File: config.mk
export PLATFORM = sky130hd
export DESIGN_NAME = phase_center_bank_ctrl
export DESIGN_NICKNAME = d
export VERILOG_FILES = /design/src/rtl/phase_center_bank_ctrl.sv
export SDC_FILE = /design/constraint.sdc
export NUM_CORES = 1
export LEC_CHECK = 0
export ABC_AREA = 1
export CORE_ASPECT_RATIO = 1.2
export CORE_MARGIN = 8
export CORE_UTILIZATION = 46
export CTS_CLUSTER_SIZE = 28
export DETAILED_ROUTE_END_ITERATION = 16
export HOLD_SLACK_MARGIN = 0.02
export PLACE_DENSITY = 0.8
export SLEW_MARGIN = 20
export SYNTH_ARGS = -nofsm -noshare
export SYNTH_HDL_FRONTEND = slang
export SYNTH_SLANG_ARGS = --single-unit
File: constraint.sdc
create_clock -name user_clk -period 1.99 [get_ports user_clk]
set_input_delay 0.199 -clock user_clk [delete_from_list [all_inputs] [get_ports user_clk]]
set_output_delay 0.199 -clock user_clk [all_outputs]
set_load 0.03 [all_outputs]
File: src/rtl/phase_center_bank_ctrl.sv
// ----------------------------------------------------------------------------
// phase_center_bank_ctrl
//
// Sequences software updates of the double-buffered phase-center table.
//
// Single writes and full clear sweeps always target the shadow bank, which is
// the bank the datapath is not reading. A commit waits for the next frame
// sync and then swaps the banks, so the datapath never sees a half-updated
// table.
//
// Ports:
//   user_clk, user_rst_n   clock, asynchronous active-low reset
//   sw_addr, sw_data       target channel and center value from software
//   sw_ctrl                level commands: bit0 write, bit1 commit, bit2 clear
//   frame_sync             one-cycle pulse at channel 0 of the stream
//   ram_we/bank/addr/din   write port of the center RAM
//   active_bank            bank read by the datapath
//   busy                   high whenever the controller is not idle
//   commit_done            one-cycle pulse on a bank swap
//   wr_count               single writes since the last swap (saturating)
//   drop_err               sticky: a command edge was ignored
// ----------------------------------------------------------------------------
module phase_center_bank_ctrl #(
  parameter int ADDR_W = 8,
  parameter int DATA_W = 32
) (
  input  logic              user_clk,
  input  logic              user_rst_n,
  input  logic [ADDR_W-1:0] sw_addr,
  input  logic [DATA_W-1:0] sw_data,
  input  logic [2:0]        sw_ctrl,
  input  logic              frame_sync,
  output logic              ram_we,
  output logic              ram_bank,
  output logic [ADDR_W-1:0] ram_addr,
  output logic [DATA_W-1:0] ram_din,
  output logic              active_bank,
  output logic              busy,
  output logic              commit_done,
  output logic [15:0]       wr_count,
  output logic              drop_err
);

  typedef enum logic [1:0] {
    ST_IDLE      = 2'd0,
    ST_WRITE     = 2'd1,
    ST_CLEAR     = 2'd2,
    ST_WAIT_SYNC = 2'd3
  } state_t;

  localparam logic [ADDR_W-1:0] ADDR_LAST = {ADDR_W{1'b1}};
  localparam logic [ADDR_W-1:0] ADDR_ZERO = {ADDR_W{1'b0}};
  localparam logic [ADDR_W-1:0] ADDR_ONE  = {{(ADDR_W-1){1'b0}}, 1'b1};
  localparam logic [DATA_W-1:0] DATA_ZERO = {DATA_W{1'b0}};

  state_t              state_q, state_d;
  logic [2:0]          prev_q, prev_d;
  logic                ram_we_q, ram_we_d;
  logic                ram_bank_q, ram_bank_d;
  logic [ADDR_W-1:0]   ram_addr_q, ram_addr_d;
  logic [DATA_W-1:0]   ram_din_q, ram_din_d;
  logic                active_q, active_d;
  logic                busy_q, busy_d;
  logic                commit_done_q, commit_done_d;
  logic [15:0]         wr_count_q, wr_count_d;
  logic                drop_err_q, drop_err_d;
  logic [2:0]          cmd_edge_s;

  // Rising edges of the software command levels. prev resets to all ones so a
  // level held high across reset release is not mistaken for a new command.
  assign cmd_edge_s = sw_ctrl & ~prev_q;
  assign prev_d     = sw_ctrl;

  // Next-state and registered-output logic of the command sequencer.
  always_comb begin
    state_d       = state_q;
    ram_we_d      = 1'b0;
    ram_bank_d    = ram_bank_q;
    ram_addr_d    = ram_addr_q;
    ram_din_d     = ram_din_q;
    active_d      = active_q;
    busy_d        = 1'b0;
    commit_done_d = 1'b0;
    wr_count_d    = wr_count_q;
    drop_err_d    = drop_err_q;

    case (state_q)
      ST_IDLE: begin
        // Priority clear > commit > write; losers are reported as drops.
        if (cmd_edge_s[2]) begin
          state_d    = ST_CLEAR;
          ram_we_d   = 1'b1;
          ram_addr_d = ADDR_ZERO;
          ram_din_d  = DATA_ZERO;
          busy_d     = 1'b1;
          drop_err_d = drop_err_q | cmd_edge_s[1] | cmd_edge_s[0];
        end else if (cmd_edge_s[1]) begin
          state_d    = ST_WAIT_SYNC;
          busy_d     = 1'b1;
          drop_err_d = drop_err_q | cmd_edge_s[0];
        end else if (cmd_edge_s[0]) begin
          state_d    = ST_WRITE;
          ram_we_d   = 1'b1;
          ram_addr_d = sw_addr;
          ram_din_d  = sw_data;
          busy_d     = 1'b1;
        end else begin
          state_d    = ST_IDLE;
        end
      end

      ST_WRITE: begin
        // The single write is on the RAM port this cycle; account for it.
        drop_err_d = drop_err_q | (|cmd_edge_s);
        state_d    = ST_IDLE;
        if (wr_count_q != 16'hFFFF) begin
          wr_count_d = wr_count_q + 16'd1;
        end else begin
          wr_count_d = wr_count_q;
        end
      end

      ST_CLEAR: begin
        // ram_addr_q doubles as the sweep pointer.
        drop_err_d = drop_err_q | (|cmd_edge_s);
        if (ram_addr_q == ADDR_LAST) begin
          state_d  = ST_IDLE;
        end else begin
          ram_we_d   = 1'b1;
          ram_addr_d = ram_addr_q + ADDR_ONE;
          busy_d     = 1'b1;
        end
      end

      ST_WAIT_SYNC: begin
        drop_err_d = drop_err_q | (|cmd_edge_s);
        if (frame_sync) begin
          state_d       = ST_IDLE;
          active_d      = ~active_q;
          ram_bank_d    = active_q;
          commit_done_d = 1'b1;
          wr_count_d    = 16'd0;
        end else begin
          busy_d        = 1'b1;
        end
      end

      default: begin
        state_d = ST_IDLE;
      end
    endcase
  end

  // State and output registers; reset aborts any sweep or pending commit.
  always_ff @(posedge user_clk or negedge user_rst_n) begin
    if (!user_rst_n) begin
      state_q       <= ST_IDLE;
      prev_q        <= 3'b111;
      ram_we_q      <= 1'b0;
      ram_bank_q    <= 1'b1;
      ram_addr_q    <= ADDR_ZERO;
      ram_din_q     <= DATA_ZERO;
      active_q      <= 1'b0;
      busy_q        <= 1'b0;
      commit_done_q <= 1'b0;
      wr_count_q    <= 16'd0;
      drop_err_q    <= 1'b0;
    end else begin
      state_q       <= state_d;
      prev_q        <= prev_d;
      ram_we_q      <= ram_we_d;
      ram_bank_q    <= ram_bank_d;
      ram_addr_q    <= ram_addr_d;
      ram_din_q     <= ram_din_d;
      active_q      <= active_d;
      busy_q        <= busy_d;
      commit_done_q <= commit_done_d;
      wr_count_q    <= wr_count_d;
      drop_err_q    <= drop_err_d;
    end
  end

  assign ram_we      = ram_we_q;
  assign ram_bank    = ram_bank_q;
  assign ram_addr    = ram_addr_q;
  assign ram_din     = ram_din_q;
  assign active_bank = active_q;
  assign busy        = busy_q;
  assign commit_done = commit_done_q;
  assign wr_count    = wr_count_q;
  assign drop_err    = drop_err_q;

endmodule

==> metrics.md <==
| Metric | Value |
|---|---|
| CORE AREA | `0.00710 mm²` |
| Min-Delay Path Depth | `1` |
| Top_reg_cell synth | `dfrtp_1` |
| Clock Root Buffer | `clkbuf_8` |
| Die height | `109 µm` |
| Post-layout nets | `582` |
| Worst path bufs/invs | `1` |
| Die ar. | `0.0102 mm²` |
| GR Util All Layers | `18.7%` |
| DR pass1 iterations | `5` |
| Post-route ant nets | `0` |
| Yosys reg bits | `67` |
| Crit-path leading delay family | `buffers and inverters` |
| Io pins | `108` |
| Post-CTS setup buffers | `0` |
| Max Clock Skew | `9.70 ps` |
| Area Growth Syn to Fin | `43.2%` |
| Most frequent cells in the layout | `156 x nand2_1, 106 x clkdlybuf4s50_1, 63 x dfrtp_1, 61 x nand3_1, 31 x inv_1` |
| CP max stage delay | `680 ps` |
| Slew headroom | `70.7%` |
| Critical path class | `reg -> out` |
| Placed cell count | `612` |
| Fill cell count | `578` |
| Status | `completed` |
| Clock Latency Late Sink | `340 ps` |
| Worst R2R Path Depth | `8` |
| Vias in the first global route | `3,276` |
| Layout cells sized above 1 | `7.61%` |
| Critical Path End Type | `output port` |
| First-pass GRT wire length | `15,300 µm` |
| HPWL Detailed | `6680 µm` |
| H-tree depth | `3` |
| Antenna violations before repair | `0` |
| Iteration-0 DRC Markers | `150` |
| RSZ-0062 raised after global routing | `no` |
| Setup TNS after final layout | `0 ps` |
| Vias per cell | `5.17` |
| WHS Endpoint | `prev_q[1]` |
| Most common cell after layout, fill and taps aside | `nand2_1` |
| Via Count | `3,252` |
| Peak Freq | `564 MHz` |
| Sinks on the clock net | `67` |
| Static Leak | `2.25 nW` |
| Seq/Total Area, Yosys | `50.9%` |
| CP Launch Type | `flip-flop` |
| FF-to-FF End | `wr_count[12]` |
| Cell Rows | `34` |
| Maxcap violations | `0` |
| R2R Setup Slk | `270 ps` |
| # setup viols final | `0` |
| Gate Count Post-Synth | `419` |
| Synthesized area per cell | `7.89 µm²` |
| Final worst setup slack | `216 ps` |
| DP Worst Slack | `256 ps` |
| Adder-Cell Fraction of Synth Area | `0.757%` |
| Worst path cell trace | `clkdlybuf4s50_1` |
| Synth warn | `0` |
| Slew Limit Fails | `0` |
| Worst Path Required | `1790 ps` |
| Final Instance Count excl. Fillers | `629` |
| CTS Buf Count | `9` |
| Placed inst area | `0.00453 mm²` |
| Synth Area in Compound Gates | `6.09%` |
| Total congestion overflow | `0` |
| Clock Path Buffers | `2` |
| Simple-Gate Fraction of Synth Area | `34.5%` |
| HP Class | `in -> reg` |
| Synth cell types | `26` |
| Mux share of post-synthesis cell area | `0%` |
| Min cycle time layout | `1770 ps` |
| Xor and xnor area share after synthesis | `2.12%` |
| Placer Congestion | `0.921` |
| ANT cells | `0` |
| DRC | `0` |
| Cell Area, Synth | `0.00331 mm²` |
| Synth async-reset ratio | `100%` |
| PwrDens | `1530 mW/mm²` |
| Worst Max-Slew Pin Slew | `439 ps` |
| Critical path depth in cells | `1` |
| HP Start | `sw_ctrl[1]` |
| Hold Vio Cnt, Final | `0` |
| Worst R2R Start | `wr_count[0]` |
| WP data arrival | `1580 ps` |
| CP Max Fanout | `2` |
| Avg WL per Cell | `14.4 µm` |
| Fin crit share | `89.2%` |
| I/O Buffers | `107` |
| Worst vdd ir | `0.909 mV` |
| Largest family of logic cells by synthesized area | `simple AND/OR/NAND/NOR gates` |
| Largest net degree at the start of global routing | `51` |
| EDFF count, synth | `0` |
| CTS tree | `built` |
| Drt total wl | `9050 µm` |
| Clock transition at path regs | `70 ps` |
| Die extent in x | `93.4 µm` |
| CP max stage cell | `clkdlybuf4s50_1` |
| Post-route cell area | `0.00473 mm²` |
| Syn_nets | `467` |
| Starting Density | `46.5%` |
how the worst max path moves through the flow:
stage | from | end | slack (ps)
3_3_place_gp | sw_ctrl[1] | ram_addr[4] | 330
5_1_grt | wr_count[0] | wr_count[12] | 140
3_5_place_dp | sw_ctrl[1] | ram_addr[6] | 260
6_report | ram_bank | ram_bank | 220
2_1_floorplan | wr_count[0] | wr_count[2] | 230
4_1_cts | ram_bank | ram_bank | 200
worst register-to-register path, stage by stage, from the launching register on:
cell	delay [ps]
dfrtp_1	440
ha_1	220
nand2_1	120
nor2_4	160
nand2_4	80
nor2_4	110
nor2_2	80
nor2_8	230
o21ai_0	150
metrics by stage:
stage               utilization [%]  total power, mW  hold WS [ps]
global placement               63.7             6.03           162
global route                   66.6             7.69           286
CTS                            66.6             7.30           286
floorplan                         -             4.47         -96.6
detailed placement             63.7             6.12           161
finish                         66.6             7.23           295
per-layer routing:
metal / vias up / wire length [µm] / track usage [%]
li1: 1570 / - / -
met1: 1551 / 3470 / 21.4
met2: 117 / 4530 / 30.9
met3: 14 / 867 / 6.75
met4: 0 / 182 / 8.30
met5: - / 0 / 0
cells by family (layout without fill, tap and decap cells):
family,after synthesis,after routing
compound gates,35,35
buf+inv,46,166
flops,67,67
xor+xnor,8,8
simple gates,261,261
fa+ha+maj,2,2
repair_timing:
item	4_1_cts	5_1_grt
hold buffers	1	0
hold endpoints to repair	16	0
gates resized for setup	0	0
setup endpoints to repair	0	0
cell usage after synthesis, types with 2 or more instances:
cell        n  area (µm²)
a21oi_1     3        15.0
buf_2       3        15.0
clkbuf_1   10        37.5
dfrtp_1    63        1580
dfstp_2     4         105
ha_1        2        25.0
inv_1      31         116
nand2_1   156         586
nand3_1    61         305
nand4_1     6        37.5
nor2_1     28         105
nor2_2      2        12.5
nor2_4      4        45.0
o21ai_0    19        95.1
o21ai_1     4        20.0
o21ai_2     3        26.3
o21bai_1    5        37.5
xor2_1      7        61.3
state kept, by name, summed over array words and instances, names as in the netlist:
signal	flops
prev_q	3
drop_err	1
commit_done	1
busy	1
state_q	2
wr_count	16
ram_din	32
ram_we	1
ram_addr	8
ram_bank	1
active_bank	1
report_power, final:
group	internal, mW	leakage (nW)	switching, mW	total (mW)
clock	0.648	0.101	0.500	1.15
sequential	1.91	0.866	0.472	2.38
combinational	1.47	1.29	2.23	3.70
cell type report:
cell class                 count  area, µm²  share of cell area [%]
timing repair buffer         118       1180                    24.8
clock inverter                 2       35.0                   0.740
multi-input combinational    306       1450                    30.5
tap                           90        113                    2.38
inverter                      32        120                    2.54
clock buffer                  14        163                    3.44
sequential                    67       1680                    35.5
Power figures use the tool's default switching activity.
